[config.mk]
export PLATFORM = sky130hd
export DESIGN_NAME = hdmi_line_fetch
export DESIGN_NICKNAME = d
export VERILOG_FILES = /design/src/rtl/hdmi_line_fetch.sv
export SDC_FILE = /design/constraint.sdc
export NUM_CORES = 2
export LEC_CHECK = 0
export BUFFER_PORTS_ARGS = -buffer_cell sky130_fd_sc_hd__clkbuf_2
export CAP_MARGIN = 20
export CORE_ASPECT_RATIO = 1.5
export CORE_UTILIZATION = 55
export DETAILED_ROUTE_END_ITERATION = 10
export PLACE_DENSITY = 0.7
export SYNTH_ARGS = -nofsm -noshare
export SYNTH_HDL_FRONTEND = slang
export SYNTH_SLANG_ARGS = --single-unit
[constraint.sdc]
create_clock -name clock_pixel -period 5.6 [get_ports clock_pixel]
set_input_delay 1.4 -clock clock_pixel [delete_from_list [all_inputs] [get_ports clock_pixel]]
set_output_delay 1.4 -clock clock_pixel [all_outputs]
set_load 0.01 [all_outputs]
[src/rtl/hdmi_line_fetch.sv]
`timescale 1ns/1ps
// HDMI pixel prefetch: burst-reads the frame buffer into a pixel FIFO
// and pops one pixel per DE cycle toward the TMDS encoder.
module hdmi_line_fetch #(
  parameter int            HAPIX      = 1280,
  parameter int            VAPIX      = 720,
  parameter int            BURST      = 16,
  parameter int            FIFO_DEPTH = 64,
  parameter int            AW         = 22,
  parameter logic [AW-1:0] BASE_ADDR  = '0
) (
  input  logic                          clock_pixel,
  input  logic                          RESET_N,
  input  logic                          HDMI_START,
  input  logic                          FRAME_START,
  input  logic                          DE,
  output logic                          mem_req,
  output logic [AW-1:0]                 mem_addr,
  input  logic                          mem_gnt,
  input  logic                          mem_valid,
  input  logic [23:0]                   mem_data,
  output logic [7:0]                    oRed,
  output logic [7:0]                    oGreen,
  output logic [7:0]                    oBlue,
  output logic                          UNDERFLOW,
  output logic [$clog2(FIFO_DEPTH):0]   fifo_level
);

  localparam int TOTAL = HAPIX * VAPIX;
  localparam int PW    = $clog2(FIFO_DEPTH);
  localparam int LW    = PW + 1;
  localparam int CW    = $clog2(TOTAL + 1);
  localparam int BW    = $clog2(BURST + 1);

  typedef enum logic [2:0] {
    IDLE, FILL, REQ, DATA, DONE
  } state_t;

  state_t state, state_n;

  logic [23:0]   fifo_mem [FIFO_DEPTH];
  logic [PW-1:0] wr_ptr, rd_ptr;
  logic [CW-1:0] word_cnt;
  logic [BW-1:0] beat_cnt;
  logic [23:0]   rgb;
  logic          pending, to_idle;

  logic          stop, abort, has_room, last_beat, frame_end;
  logic          flush, restart, adv, beat_clr;
  logic          pend_set, pend_clr, wr_en, pop;
  logic [LW-1:0] free_cnt;

  assign stop      = !HDMI_START;
  assign abort     = stop || FRAME_START;
  assign free_cnt  = LW'(FIFO_DEPTH) - fifo_level;
  assign has_room  = free_cnt >= LW'(BURST);
  assign last_beat = mem_valid && (beat_cnt == BW'(BURST - 1));
  assign frame_end = word_cnt == CW'(TOTAL - BURST);

  always_comb begin
    state_n  = state;
    flush    = 1'b0;
    restart  = 1'b0;
    adv      = 1'b0;
    beat_clr = 1'b0;
    pend_set = 1'b0;
    pend_clr = 1'b0;
    wr_en    = 1'b0;
    unique case (state)
      IDLE: begin
        if (HDMI_START && FRAME_START) begin
          flush   = 1'b1;
          restart = 1'b1;
          state_n = FILL;
        end
      end
      FILL, DONE: begin
        if (abort) begin
          flush   = 1'b1;
          restart = 1'b1;
          state_n = stop ? IDLE : FILL;
        end else if (state == FILL && has_room) begin
          state_n = REQ;
        end
      end
      REQ: begin
        // a grant coinciding with an abort still owes us a burst
        if (mem_gnt) begin
          state_n  = DATA;
          beat_clr = 1'b1;
          pend_set = abort;
        end else if (abort) begin
          flush   = 1'b1;
          restart = 1'b1;
          state_n = stop ? IDLE : FILL;
        end
      end
      DATA: begin
        pend_set = abort;
        wr_en    = mem_valid && !pending;
        if (last_beat) begin
          pend_clr = 1'b1;
          if (pending || abort) begin
            wr_en   = 1'b0;
            flush   = 1'b1;
            restart = 1'b1;
            state_n = (stop || to_idle) ? IDLE : FILL;
          end else begin
            adv     = 1'b1;
            state_n = frame_end ? DONE : FILL;
          end
        end
      end
      default: state_n = IDLE;
    endcase
  end

  always_ff @(posedge clock_pixel or negedge RESET_N) begin
    if (!RESET_N) begin
      state    <= IDLE;
      mem_req  <= 1'b0;
      mem_addr <= BASE_ADDR;
      word_cnt <= '0;
      beat_cnt <= '0;
      pending  <= 1'b0;
      to_idle  <= 1'b0;
    end else begin
      state   <= state_n;
      mem_req <= state_n == REQ;
      if (restart) begin
        mem_addr <= BASE_ADDR;
        word_cnt <= '0;
      end else if (adv) begin
        mem_addr <= mem_addr + AW'(BURST);
        word_cnt <= word_cnt + CW'(BURST);
      end
      if (beat_clr)
        beat_cnt <= '0;
      else if (state == DATA && mem_valid)
        beat_cnt <= beat_cnt + BW'(1);
      if (pend_clr) begin
        pending <= 1'b0;
        to_idle <= 1'b0;
      end else if (pend_set) begin
        pending <= 1'b1;
        to_idle <= to_idle | stop;
      end
    end
  end

  // a flush wins over a same-cycle pop, which then sees an empty FIFO
  assign pop = DE && (fifo_level != '0) && !flush;

  always_ff @(posedge clock_pixel) begin
    if (wr_en)
      fifo_mem[wr_ptr] <= mem_data;
  end

  always_ff @(posedge clock_pixel or negedge RESET_N) begin
    if (!RESET_N) begin
      wr_ptr     <= '0;
      rd_ptr     <= '0;
      fifo_level <= '0;
      rgb        <= '0;
      UNDERFLOW  <= 1'b0;
    end else begin
      if (flush) begin
        wr_ptr     <= '0;
        rd_ptr     <= '0;
        fifo_level <= '0;
      end else begin
        if (wr_en)
          wr_ptr <= wr_ptr + PW'(1);
        if (pop)
          rd_ptr <= rd_ptr + PW'(1);
        fifo_level <= fifo_level + LW'(wr_en) - LW'(pop);
      end
      if (DE)
        rgb <= pop ? fifo_mem[rd_ptr] : '0;
      if (DE && !pop)
        UNDERFLOW <= 1'b1;
    end
  end

  assign oRed   = rgb[23:16];
  assign oGreen = rgb[15:8];
  assign oBlue  = rgb[7:0];

endmodule

* Yosys cells after proc, flatten, opt, wreduce, memory -nomap -nowiden
Memory sizes are Yosys's and may differ from the RTL's.
Cells that the tools add are included.
** Word-level totals
- Register bits after elaboration :: 97
- Bits in latches :: 0
- Bits in writable memories :: 1536
- ROM bits :: 0
- Bits of input ports :: 31
- Output and inout port bits :: 55
- Word-level logic and storage cells :: 100
- Memories kept :: 1
** Memories
- fifo_mem :: words 64, width 24, read ports 1, clocked after memory_dff 0, wr ports 1, line 41 : logic [23:0] fifo_mem [FIFO_DEPTH];
** Operators by class
- Add/subtract/negate cells :: 8
- $mul :: 0
- Divide/modulo/power cells :: 0
- Order comparisons :: 1
- Eq/ne operators :: 7
- Shifts and indexed selects :: 0
- Muxes and demuxes :: 47
- Bitwise gates (word level) :: 1
- Reductions and logical operators :: 23
** Operator list (count)
- $mux W22 :: 2
- $mux W20 :: 2
- $mux W1 :: 24
- $mux W24 :: 1
- $mux W3 :: 8
- $mux W6 :: 4
- $add A22 B5 Y22 const B :: 1
- $add A20 B5 Y20 const B :: 1
- $eq A20 B20 Y1 const B :: 1
- $add A6 B1 Y6 const B :: 2
- $pmux W3 S4 :: 1
- $mux W5 :: 2
- $reduce_bool A2 Y1 :: 5
- $eq A3 B2 Y1 const B :: 3
- $logic_and A1 B1 Y1 :: 8
- $add A7 B1 Y7 :: 1
- $ge A7 B5 Y1 const B :: 1
- $mux W7 :: 1
- $reduce_bool A7 Y1 :: 1
- $sub A7 B1 Y7 :: 1
- $sub A7 B7 Y7 const A :: 1
- $add A5 B1 Y5 const B :: 1
- $eq A5 B4 Y1 const B :: 1
- $logic_not A1 Y1 :: 4
- other kinds (8) :: 10

* Depth between registers and ports, before layout
- Depth after elaboration :: 10
- Gate-level depth with buffers :: 21
- Gate-level depth less buffers :: 20

* Least setup slack after synthesis
No wires, ideal clock.
- Path kind :: in2reg
- Start :: input port FRAME_START
- End :: memory fifo_mem[59][0], enable pin
- Setup time :: 0.405 ns
- Arrival :: 3.722 ns
- Data required time :: 5.195 ns
- Slack :: 1.473 ns
- Stages :: 7
- Path buffers :: 1
- Path through :: nand2b_1 > buf_6 > a2111oi_4 > inv_1 > nor2_1 > nand3_1 > nor2_1
** On the way
- Word-level cells in the longest chain between the ends :: 7
** Ends and longest elaborated chain
- start, declared :: line 15 : input logic FRAME_START,
- $logic_or A1 B1 Y1 :: line 54 : assign abort = stop || FRAME_START;
- $logic_or A1 B1 Y1 :: line 103 : if (pending || abort) begin
- $mux W1 :: line 103
- $mux W1 :: line 101 : if (last_beat) begin
- $mux W1 :: line 69 : unique case (state)
- $mux W1 :: line 155 : if (wr_en)
- $mux W1 (implied by the code) :: line 156 : fifo_mem[wr_ptr] <= mem_data;
- end, declared :: line 41
Every way passes these cells.

* Final worst setup path
- Start :: input port FRAME_START
- End :: memory fifo_mem[8][13], enable pin
The elaborated chain is that of the path after synthesis.

==> metrics.yaml <==
layout:
  syn2layout_area_growth_pct: 12.0
  fillCellCount: 8031
  multi_input_area_mm2: 0.0145
  seq_area_mm2: 0.0484
  most-common-layout-cells: "edfxtp_1 (1536), mux2i_1 (460), a22oi_1 (216), mux4_2 (168), clkbuf_16 (149)"
  fin_util_pct: 62.3
  nets: 3640
  final_common_cell: "edfxtp_1"
  drive_above_1_share_pct: 19.2
  final_cells: 5243
sta:
  fin_crit_sh_pct: 68.1
  fmax_ghz: 0.262
  hold_violations: 0
  relSlewSlack_pct: 21.1
  tightest_slew_ns: 1.17
  setup_viol: 0
  report.final.slew_viol_count: 0
  setup_tns_ns: 0
  grt_setup_unrepaired: "false"
  fin_skew_ns: 0.0258
  period_needed_ns: 3.81
die:
  core_area_mm2: 0.114
  die_area_mm2: 0.117
  die_x_um: 280
  ios: 86
  rows: 152
  start_util_pct: 55.6
  die_h_um: 419
global_route:
  antenna_found_initial: 4
  grt-ovfl-total: 0
  grtUsageMet2_pct: 46.5
  grt_pass1_vias: 33513
  grt_pass1_wl_mm: 237
  track_usage_pct: 28.9
  top_usage_layer: "met2"
  use_met3_pct: 5.08
  gr-usage-met1_pct: 35.8
  grt_max_degree: 78
min_path:
  holdPathStages: 1
  min_to: "UNDERFLOW"
  hold_path_class: "flop to flop"
  holdCritStartpoint: "UNDERFLOW"
route:
  drt-total-wl_mm: 166
  vias_per_cell: 6.39
  drcViolationCount: 0
  wire_per_inst_um: 31.7
  first_iter_violations: 3906
  dr.pass1.iters: 6
  vias: 33519
  ant_nets: 0
critical_path:
  crit_chain: "clkbuf_2 -> nand2b_1 -> a2111oi_4 -> inv_1 -> nor2_1 -> nand2_1 -> buf_4 -> nor2_2 -> buf_4"
  slowest_stage: "a2111oi_4"
  regToRegStartpoint: "beat_cnt[1]"
  crit_path_end_kind: "flop"
  arrival_ns: 4.24
  start_kind: "input port"
  critPathRequiredTime_ns: 6.03
  cp_max_fo: 23
  r2r_cells: 20
  max_stage_delay_ns: 0.56
  criticalPathCategory: "input port to flop"
  cp_common_cell: "buf_4"
  r2r-end: "fifo_level[6]"
  startpoint: "FRAME_START"
  r2r_setup_slack_ns: 1.84
  crit_buf_inv: 4
  cp_top_family: "simple AND/OR/NAND/NOR gates"
clocking:
  clk_latency_ns: 0.78
  cts_sinks: 1625
  htree_levels: 4
  cts_hold_buf: 0
  post_cts_buffers: 0
  cts_tree: "done"
  max-clock-path-buffers: 3
  post_cts_resized: 0
  root_buffer: "clkbuf_16"
  path_clk_slew_ns: 0.06
  cts_made_buffers: 144
placed_design:
  finalWeightedCongestion: 0.947
  dpl.hpwl_mm: 105
  port_buffers: 81
  dp.cells: 4984
job:
  drv_cap: 0
logic_synthesis:
  synth_area_mm2: 0.0636
  synthDistinctLibCells: 55
  syn_area_per_cell_um2: 18.7
  synth_edf_count: 1536
  async_reset_ff_share_pct: 5.48
  synth_cells: 3407
  synth_seq_cells: 1625
  synth-main-ff-cell: "edfxtp_1"
  yosysWarningCount: 0
  yosysSeqAreaShare_pct: 76.0
outcome:
  status: "complete, no violations"
pwr:
  p_leak_nw: 22.8
  peakVddDrop_uv: 278
  p_total_mw: 29.8
  powerDensity_mw_per_mm2: 418
## synth_stat cells (4+ instances only)
master	instances	area, um^2
o211ai_1	4	30.0
o21ai_0	53	265
o21bai_1	4	30.0
buf_6	4	45.0
buf_1	17	63.8
mux2_2	20	225
a211oi_1	29	218
nor2b_1	13	81.3
nor3_1	4	20.0
xor2_1	32	280
dfrtp_1	89	2230
buf_2	48	240
a31oi_1	21	131
nand3_1	117	586
or3_1	7	43.8
nand2b_1	29	181
clkbuf_1	88	330
mux2i_1	460	4600
a22oi_1	216	1620
nand2_1	35	131
buf_4	39	293
nand4_1	37	231
a21oi_1	37	185
ha_1	17	213
mux4_2	168	3780
inv_1	18	67.6
o221ai_1	20	175
and3_1	7	43.8
edfxtp_1	1536	46100
xnor2_1	16	140
nor2_1	182	683
## per-stage QoR
stage	hold slack, ns	worst slack (ns)	instance area [um^2]
after floorplan	0.463	1.47	63700
after global placement	0.455	1.07	66500
after detailed placement	0.496	1.10	66600
after CTS	0.513	1.83	71300
after global routing	0.531	1.55	71300
final	0.522	1.79	71300
## worst max-delay path by stage
stage,endpoint,slack (ns),cells past startpoint
6_report,fifo_mem[8][13],1.79,9
5_1_grt,fifo_level[6],1.55,20
4_1_cts,fifo_level[6],1.83,20
3_5_place_dp,fifo_level[6],1.10,15
3_3_place_gp,fifo_level[6],1.07,15
2_1_floorplan,fifo_mem[59][0],1.47,7
## cell families after synthesis
group | synth area share (%)
DFF | 76.0
muxes | 13.5
and+or+nand+nor | 3.46
AOI/OAI and AO/OA | 4.36
buffers and inverters | 1.63
xor gates and xnor gates | 0.661
adders and majority gates | 0.366
other | 0.00589
## worst register-to-register path: cells and delay by family (launching register included)
family          cells  cell delay [ns]
fa+ha+maj           5             1.29
simple gates        5             0.75
compound gates      5             0.75
flops               1             0.38
buf+inv             4             0.27
xor+xnor            1             0.18
## power by group
group | internal (mW) | switching (mW)
logic | 2.39 | 3.83
registers | 13.4 | 0.267
clock network | 5.58 | 4.34
## registers in the layout, summed over array words and instances, names as in the netlist
name / flops
word_cnt: 16
wr_ptr: 6
to_idle: 1
mem_addr: 18
pending: 1
fifo_mem: 1536
mem_req: 1
beat_cnt: 5
rd_ptr: 6
fifo_level: 7
UNDERFLOW: 1
rgb: 24
state: 3
## layout make-up
cell class / count / share of cell area (%)
multi-input combinational: 1571 / 20.3
antenna: 1 / 0.00351
tap: 1540 / 2.70
inverter: 18 / 0.0948
clock inverter: 74 / 1.15
clock buffer: 183 / 5.44
sequential: 1625 / 67.9
timing repair buffer: 231 / 2.45
## metal layers
| layer | part of all wire (%) | vias to the layer above |
|---|---|---|
| li1 | - | 14094 |
| met1 | 35 | 17377 |
| met2 | 49 | 1664 |
| met3 | 7.9 | 384 |
| met4 | 7.9 | 0 |
| met5 | 0 | - |
Power figures use the tool's default switching activity.
